`src/rtl/stream_parity_unit.sv`:
```
// ============================================================================
// Module   : stream_parity_unit
// Purpose  : Framed-stream parity accumulator with valid/ready on both sides.
//            Returns one packet per frame: parity, column XOR, count, overflow.
// Revision : 1.0 - initial release
// ============================================================================
`default_nettype none

module stream_parity_unit #(
    parameter int WIDTH     = 8,
    parameter int MAX_WORDS = 16,
    localparam int CNT_W    = $clog2(MAX_WORDS + 1)
) (
    input  logic             clk,
    input  logic             rst,
    input  logic             in_valid,
    output logic             in_ready,
    input  logic [WIDTH-1:0] in_data,
    input  logic             in_last,
    input  logic             odd_mode,
    output logic             out_valid,
    input  logic             out_ready,
    output logic             out_parity,
    output logic [WIDTH-1:0] out_col,
    output logic [CNT_W-1:0] out_count,
    output logic             out_err
);

    typedef enum logic [1:0] {
        IDLE  = 2'd0,
        ACCUM = 2'd1,
        HOLD  = 2'd2
    } state_t;

    localparam logic [CNT_W-1:0] C_CNT_MAX = CNT_W'(MAX_WORDS);
    localparam logic [CNT_W-1:0] C_CNT_ONE = CNT_W'(1);

    state_t             state_q, state_d;
    logic [WIDTH-1:0]   col_q, col_d;
    logic               par_q, par_d;
    logic               mode_q, mode_d;
    logic [CNT_W-1:0]   cnt_q, cnt_d;
    logic               err_q, err_d;
    logic               opar_q, opar_d;
    logic [WIDTH-1:0]   ocol_q, ocol_d;
    logic [CNT_W-1:0]   ocnt_q, ocnt_d;
    logic               oerr_q, oerr_d;

    logic               w_accept;
    logic               w_first;
    logic [WIDTH-1:0]   w_col_n;
    logic               w_par_n;
    logic               w_mode_n;
    logic [CNT_W-1:0]   w_cnt_n;
    logic               w_err_n;

    assign in_ready  = !rst && (state_q != HOLD);
    assign w_accept  = in_valid && in_ready;
    assign w_first   = (state_q == IDLE);

    // Frame values as they stand after absorbing the current word
    assign w_col_n  = w_first ? in_data  : (col_q ^ in_data);
    assign w_par_n  = w_first ? ^in_data : (par_q ^ (^in_data));
    assign w_mode_n = w_first ? odd_mode : mode_q;
    assign w_cnt_n  = w_first ? C_CNT_ONE
                    : ((cnt_q == C_CNT_MAX) ? cnt_q : (cnt_q + C_CNT_ONE));
    assign w_err_n  = w_first ? 1'b0 : (err_q || (cnt_q == C_CNT_MAX));

    always_comb begin
        state_d = state_q;
        col_d   = col_q;
        par_d   = par_q;
        mode_d  = mode_q;
        cnt_d   = cnt_q;
        err_d   = err_q;
        opar_d  = opar_q;
        ocol_d  = ocol_q;
        ocnt_d  = ocnt_q;
        oerr_d  = oerr_q;
        case (state_q)
            IDLE, ACCUM: begin
                if (w_accept) begin
                    col_d  = w_col_n;
                    par_d  = w_par_n;
                    mode_d = w_mode_n;
                    cnt_d  = w_cnt_n;
                    err_d  = w_err_n;
                    if (in_last) begin
                        state_d = HOLD;
                        opar_d  = w_par_n ^ w_mode_n;
                        ocol_d  = w_col_n;
                        ocnt_d  = w_cnt_n;
                        oerr_d  = w_err_n;
                    end else begin
                        state_d = ACCUM;
                    end
                end
            end
            HOLD: begin
                if (out_ready) begin
                    state_d = IDLE;
                    opar_d  = 1'b0;
                    ocol_d  = '0;
                    ocnt_d  = '0;
                    oerr_d  = 1'b0;
                end
            end
            default: state_d = IDLE;
        endcase
    end

    always_ff @(posedge clk) begin
        if (rst) begin
            state_q <= IDLE;
            col_q   <= '0;
            par_q   <= 1'b0;
            mode_q  <= 1'b0;
            cnt_q   <= '0;
            err_q   <= 1'b0;
            opar_q  <= 1'b0;
            ocol_q  <= '0;
            ocnt_q  <= '0;
            oerr_q  <= 1'b0;
        end else begin
            state_q <= state_d;
            col_q   <= col_d;
            par_q   <= par_d;
            mode_q  <= mode_d;
            cnt_q   <= cnt_d;
            err_q   <= err_d;
            opar_q  <= opar_d;
            ocol_q  <= ocol_d;
            ocnt_q  <= ocnt_d;
            oerr_q  <= oerr_d;
        end
    end

    assign out_valid  = (state_q == HOLD);
    assign out_parity = opar_q;
    assign out_col    = ocol_q;
    assign out_count  = ocnt_q;
    assign out_err    = oerr_q;

endmodule

`default_nettype wire

```
`config.mk`:
```
export PLATFORM = sky130hd
export DESIGN_NAME = stream_parity_unit
export DESIGN_NICKNAME = d
export VERILOG_FILES = /design/src/rtl/stream_parity_unit.sv
export SDC_FILE = /design/constraint.sdc
export NUM_CORES = 1
export LEC_CHECK = 0
export BUFFER_PORTS_ARGS = -buffer_cell sky130_fd_sc_hd__buf_4
export CAP_MARGIN = 5
export CELL_PAD_IN_SITES_DETAIL_PLACEMENT = 0
export CELL_PAD_IN_SITES_GLOBAL_PLACEMENT = 2
export CORE_AREA = 2 2 70 72
export CTS_CLUSTER_DIAMETER = 200
export DETAILED_ROUTE_END_ITERATION = 10
export DIE_AREA = 0 0 72 74
export PLACE_DENSITY = 0.83
export RECOVER_POWER = 50
export SLEW_MARGIN = 20
export SYNTH_ARGS = -nofsm -noshare
export SYNTH_HDL_FRONTEND = slang
export SYNTH_SLANG_ARGS = --single-unit
```
`constraint.sdc`:
```
create_clock -name clk -period 3 [get_ports clk]
set_input_delay 0.6 -clock clk [delete_from_list [all_inputs] [get_ports clk]]
set_output_delay 0.6 -clock clk [all_outputs]
set_load 0.02 [all_outputs]
```
[After elaboration in Yosys (flattened, before gate mapping)]
Index checks and enable logic that the tools add are counted.
W data, S select, Z words.
Cells by class
  add/subtract/negate cells: 1
  equal/unequal tests: 7
  muxes and demuxes: 25
  bitwise operators: 3
  reductions and logical operators: 11
Operators by type and width (number)
  $mux W8: 4
  $mux W5: 5
  $pmux W8 S2: 1
  $pmux W5 S2: 1
  $mux W1: 8
  $reduce_xor A8 Y1: 1
  $xor A8 B8 Y8: 1
  $mux W2: 3
  $ne A2 B2 Y1 const B: 3
  $add A5 B1 Y5 const B: 1
  $eq A5 B5 Y1 const B: 1
  $pmux W1 S2: 2
  $pmux W2 S2: 1
  $reduce_and A2 Y1: 2
  $reduce_and A4 Y1: 1
  $eq A2 B1 Y1 const B: 1
  $eq A2 B2 Y1 const B: 1
  $logic_and A1 B1 Y1: 2
  $logic_not A2 Y1: 1
  $ne A2 B1 Y1 const B: 1
  $reduce_bool A2 Y1: 1
  $reduce_or A2 Y1: 1
  $xor A1 B1 Y1: 2
  $logic_not A1 Y1: 1
  $logic_or A1 B1 Y1: 1
Word-level totals
  register bits after elaboration: 33
  bits of input ports: 14
  output and inout port bits: 17
  word-level logic and storage cells: 57

[Logic depth before layout (Yosys ltp)]
Gate-level depths: netlist of the first run.
  word-level depth: 7
  mapped depth: 6
  depth with buffers taken out: 6

[Least setup slack after synthesis of the first run]
No wires, ideal clock.
  kind: input -> register
  start point: input port in_data[0]
  end point: register opar_q (netlist: out_parity)
  setup time: 0.117 ns
  arrival: 1.702 ns
  required time: 2.883 ns
  setup slack: 1.180 ns
  stages on the path: 4
  buffers on the path: 0
  path through: xnor2_1 > xnor3_1 > xnor3_1 > a32o_1
Between the ends
  word-level cells in the longest chain between the ends: 7
RTL lines
  start, declared: line 18  | input logic [WIDTH-1:0] in_data,
  $reduce_xor A8 Y1 *: line 63  | assign w_par_n = w_first ? ^in_data : (par_q ^ (^in_data));
  $xor A1 B1 Y1: line 63
  $mux W1 *: line 63
  $xor A1 B1 Y1 *: line 90  | opar_d = w_par_n ^ w_mode_n;
  $mux W1 *: line 88  | if (in_last) begin
  $mux W1 *: line 82  | if (w_accept) begin
  $pmux W1 S2 *: line 80  | case (state_q)
  end signal, assigned: line 131  | opar_q <= opar_d;
  end, declared: line 44  | logic opar_q, opar_d;
Every way passes the cells marked *; elsewhere a longest branch is shown, timed or not. The select of a mux whose other input is x is not followed.
A chain may end at the register's enable or synchronous reset.

[Worst setup path after layout of the first run]
  start point: register state_q[1]
  end point: output port in_ready
Between the ends
  word-level cells in the longest chain between the ends: 2
RTL lines
  start, declared: line 38  | state_t state_q, state_d;
  start signal, assigned: line 125  | state_q <= state_d;
  $ne A2 B2 Y1: line 57  | assign in_ready = !rst && (state_q != HOLD);
  $logic_and A1 B1 Y1: line 57
  end, declared: line 17  | output logic in_ready,
No other way between the ends.

==> impl_metrics.yaml, run 1 <==
global_route:
  gr-total-overflow: 0
  antenna_found_initial: 0
  grt_pass1_vias: 1265
  grt_max_degree: 25
  grt_usage_pct: 15.4
  grt_pass1_wl_um: 6220
clocking:
  cts_tree: "built"
  insertion_delay_ns: 0.28
  cts_setup_buffers: 0
  ctsHoldBuffers: 0
  h-tree-depth: 2
  clkSlewWorstSetupHoldPaths_ns: 0.07
  clockBufferDepth: 2
  clock_sinks: 33
  cts_resized: 0
  cts_made_buffers: 5
  root_buffer: "clkbuf_8"
power_and_ir_drop:
  ir_drop_v: 0.000190
  switching_power_mw: 0.264
  clockPowerShare_pct: 37.3
  leakage_nw: 0.713
  p_comb_share_pct: 15.2
  power.density_nw_per_um2: 555
  p_seq_share_pct: 47.5
  switching_share_pct: 26.3
  internal_power_mw: 0.740
logic_synthesis:
  yosysTopAreaCell: "dfxtp_1"
  synth_top_area_share_pct: 43.9
  synth_seq_cells: 33
  synthCells: 176
  synth_cell_types: 30
  syn_area_per_cell_um2: 8.55
  netlist_area_um2: 1510
  synthesis.nets: 192
  async_reset_ff_share_pct: 0
  yosysSeqAreaShare_pct: 43.9
  synth_edf_count: 0
  netlist_top_cells_area: "dfxtp_1 44%, xnor2_1 9.3%, nand2_1 6.0%, nand3_1 5.0%, o21ai_0 4.7%"
  ys.warnings.count: 0
  synth_ff_type: "dfxtp_1"
critical_path:
  path_cells: "nor2b_1, nor2_1, buf_4"
  worstPathMaxFanout: 15
  cp_data_required_time_ns: 2.40
  cp.arrival_ns: 1.49
  worst_setup_path_end_kind: "primary output"
  cp-start-kind: "flop"
  setup.worst_path.start: "state_q[1]"
  critPathKind: "flop to primary output"
  r2r-start: "state_q[1]"
  cpPeakStageDelay_ns: 0.63
  critPathSlowestCell: "dfxtp_1"
timing:
  rsz0062_at_grt: "no"
  tightest_slew_ns: 0.912
  relSlewSlack_pct: 39.2
  fin_setup_tns_ns: 0
  hold_viol_final: 0
  post-route-min-period_ns: 2.09
  skew_ns: 0.00637
  slew_violations: 0
  finalCritPeriodShare_pct: 69.6
  setup-violations-final: 0
  clock.fmax_ghz: 0.479
drt:
  drt_iter0_markers: 67
  drt_pass1_iterations: 4
  drt-total-wl_um: 3700
  drc: 0
  routed-via-count: 1320
  ant_nets: 0
  vias_per_cell: 5.10
  wl_per_cell_um: 14.3
placed_design:
  place_congestion: 0.734
  port_buffers: 30
  place_hpwl_um: 2580
  post_dp_cell_area_um2: 1770
  dp.cells: 251
floorplan:
  initial_core_util_pct: 32.7
  die_width_um: 72
  rows: 25
  dieArea_um2: 5330
  boundaryPins: 31
  core_um2: 4600
  die_h_um: 74
min_path:
  min_from: "col_q[0]"
  hold_path_class: "flop to flop"
cells_and_area:
  layout_commonest_cell: "dfxtp_1"
  final_cell_area_um2: 1810
  layout_common_cells: "33 x dfxtp_1, 24 x nand2_1, 17 x nor2_1, 17 x clkbuf_1, 16 x xnor2_1"
  final_cell_count_no_fill: 259
  area_delta_synth_final_pct: 20.0
  drive_gt1_share_pct: 12.7
  n_antenna_cell: 0
  fin_nets: 220
run:
  cap_violations: 0
status:
  status: "finished, final reports clean"
## sequential cells by signal, indices dropped and copies added, names as in the netlist
name        flops
out_col         8
out_err         1
out_count       5
out_parity      1
col_q           8
cnt_q           5
err_q           1
state_q         2
mode_q          1
par_q           1
## kinds of logic after synthesis
logic type | Yosys count | synth area share (%)
AND/OR/NAND/NOR | 65 | 20.0
AO/OA/AOI/OAI | 40 | 16.8
flip-flops | 33 | 43.9
XOR/XNOR | 19 | 12.9
buffers and inverters | 16 | 4.16
adder cells (fa/ha/maj) | 2 | 1.66
multiplexers | 1 | 0.665
## critical path: cells and delay by family, from the launching register on
family / cells / cell delay, ns
flip-flops: 1 / 0.63
AND/OR/NAND/NOR: 2 / 0.41
buffers and inverters: 1 / 0.16
## final cells by class
cell class              instances  area (um^2)
fillers                       490         2790
multi-input cells             127          782
clock inverters                 1         5.00
clock buffers                   7         96.3
inverters                       5         18.8
well taps                      54         67.6
repair buffers                 32          176
flip-flops and latches         33          661
## power by group through the flow
stage          clock (mW)  combinational, mW  sequential [mW]
3_5_place_dp            0              0.161            0.487
6_report            0.374              0.153            0.477
3_3_place_gp            0              0.160            0.486
5_1_grt             0.399              0.170            0.480
4_1_cts             0.382              0.161            0.477
2_1_floorplan           0              0.103            0.490
## through the flow
step           util [%]  power, mW  setup slack [ns]  hold WS, ns
6_report           39.3       1.00             0.913        0.453
5_1_grt            39.3       1.05             0.814        0.475
4_1_cts            40.7       1.02             0.899        0.455
3_5_place_dp       38.5      0.648             0.934        0.445
3_3_place_gp       38.5      0.646             0.961        0.438
2_1_floorplan         -      0.593              1.18        0.431
## path summary, 6_finish.rpt
| check | to | slack (ns) | cells past startpoint |
|---|---|---|---|
| worst max-delay path | in_ready | 0.91 | 3 |
| worst min-delay path | col_q[0] | 0.45 | 2 |
| worst max register to register | out_count[2] | 1.00 | 4 |
| worst min register to register | col_q[0] | 0.45 | 2 |
## layer usage
layer | vias up | GRT usage, % | part of all wire (%)
met2 | 34 | 24.2 | 47
met4 | 0 | 5.87 | 1.1
met5 | - | 0 | 0
li1 | 664 | - | -
met1 | 616 | 20.7 | 47
met3 | 6 | 3.79 | 5.3
## synth_stat cells, types with 2 or more instances
cell type / n
a211oi_1: 2
a21oi_1: 8
a22oi_1: 8
buf_2: 2
clkbuf_1: 9
dfxtp_1: 33
ha_1: 2
inv_1: 5
nand2_1: 24
nand3_1: 15
nor2_1: 17
nor2b_1: 3
o211ai_1: 2
o21ai_0: 14
xnor2_1: 16
xnor3_1: 2
No activity file was read; power rests on OpenSTA's default activity.
==> inputs of run 2 (changes only) <==
CORE_AREA = 2 2 77 79   (was 2 2 70 72)
DIE_AREA = 0 0 79 81   (was 0 0 72 74)
PLACE_DENSITY = 0.73   (was 0.83)
clock period = 1.7 ns   (was 3 ns; I/O delays follow)
==> run 2 against run 1 <==
- via count rose by 0.68%
- first-iteration DRC count rose by 40%
- core utilization fell by 5.4 points
- sequential cell count did not move
- highest routed layer unchanged
- global-route usage fell by 3.2 points
- critical path depth did not move
- largest power group unchanged
- clock-buffer cell count fell by 2
- wire length rose by 3.2%
- worst hold slack got worse by 0.18 ns
==> impl_metrics.yaml, run 2 (synthesized netlist as in run 1, its figures left out) <==
cells_and_area:
  multi_input_area_um2: 785
  layout_common_cells: "33 x dfxtp_1, 30 x buf_4, 24 x nand2_1, 17 x nor2_1, 17 x clkbuf_1"
  n_antenna_cell: 0
  final_cell_area_um2: 1930
  drive_gt1_share_pct: 18.7
  layout_commonest_cell: "dfxtp_1"
  area_delta_synth_final_pct: 27.9
  utilization_pct: 33.9
  fillers: 612
  regArea_um2: 661
  fin_nets: 236
clocking:
  cts_made_buffers: 5
  clkSlewWorstSetupHoldPaths_ns: 0.06
  h-tree-depth: 2
  cts_setup_buffers: 0
  root_buffer: "clkbuf_8"
  ctsHoldBuffers: 0
  cts_tree: "built"
  insertion_delay_ns: 0.28
  cts_resized: 0
  clock_sinks: 33
  clockBufferDepth: 2
global_route:
  gr-total-overflow: 0
  grt_max_degree: 16
  grt_pass1_vias: 1212
  grt_usage_pct: 12.2
  antenna_found_initial: 0
  grt_pass1_wl_um: 5960
floorplan:
  rows: 28
  die_h_um: 81
  dieArea_um2: 6400
  core_um2: 5680
  die_width_um: 79
  initial_core_util_pct: 26.5
  boundaryPins: 31
timing:
  finalCritPeriodShare_pct: 93.3
  slew_violations: 0
  whs_ns: 0.276
  tightest_slew_ns: 0.646
  fin_setup_tns_ns: 0
  clock.fmax_ghz: 0.631
  setup-violations-final: 0
  post-route-min-period_ns: 1.59
  skew_ns: 0.00711
  relSlewSlack_pct: 56.9
  hold_viol_final: 0
  rsz0062_at_grt: "no"
power_and_ir_drop:
  leakage_nw: 0.776
  fin_total_pwr_mw: 1.69
  power.density_nw_per_um2: 876
  ir_drop_v: 0.000274
drt:
  vias_per_cell: 4.52
  drt_iter0_markers: 94
  drt-total-wl_um: 3820
  drt_pass1_iterations: 4
  wl_per_cell_um: 13.0
  ant_nets: 0
  routed-via-count: 1329
  drc: 0
status:
  status: "finished, final reports clean"
critical_path:
  worst_setup_path_end_kind: "primary output"
  critPathKind: "flop to primary output"
  r2r_cells: 4
  cp_data_required_time_ns: 1.36
  cp-start-kind: "flop"
  cp.arrival_ns: 1.25
  worstPathMaxFanout: 8
placed_design:
  place_hpwl_um: 2710
  port_buffers: 30
  post_dp_cell_area_um2: 1920
  place_congestion: 0.714
min_path:
  hold_path_class: "input port to flop"
  holdPathStages: 2
run:
  cap_violations: 0
==> run 2: cell count changes in the layout (fill, tap and decap cells not counted) <==
cell and change:
clkbuf_2 +1, nor2b_2 +1, clkbuf_8 -2, nor2b_1 -1, buf_4 +15
==> run 2: worst paths after layout <==
kind	from	endpoint	slack, ns
worst min-delay path	in_last	state_q[0]	0.28
worst min register to register	out_count[1]	out_count[1]	0.45
worst max register to register	state_q[1]	out_count[2]	0.12
worst max-delay path	state_q[1]	in_ready	0.11
==> run 2: area by class of cell <==
class                           instances  share of cell area (%)
Clock inverter                          1                   0.260
Timing Repair Buffer                   48                    15.3
Clock buffer                            5                    3.57
Sequential cell                        33                    34.3
Multi-Input combinational cell        127                    40.7
Tap cell                               75                    4.87
Inverter                                5                   0.975
==> run 2: power breakdown <==
group / switching (mW) / internal (mW) / leakage (nW) / total, mW
clock: 0.269 / 0.269 / 0.0399 / 0.538
combinational: 0.157 / 0.156 / 0.467 / 0.313
sequential: 0.0214 / 0.815 / 0.269 / 0.836
total: 0.447 / 1.24 / 0.776 / 1.69
==> run 2: stage by stage <==
stage,instances,setup WS (ns)
after floorplan,176,0.140
after global placement,288,-0.0478
after detailed placement,288,-0.0416
after CTS,294,0.105
after global routing,294,0.00306
final,294,0.114
==> run 2: metal layers <==
metal	GRT usage, %	up-vias	routed length (um)
li1	-	688	-
met1	16.8	610	1920
met2	18.6	27	1700
met3	3.00	4	159
met4	4.66	0	48
met5	0	-	0
==> run 2: critical path, stage by stage, from the launching register on <==
cell	delay [ns]
dfxtp_1	0.47
nor2b_2	0.28
nor2_1	0.06
buf_4	0.15
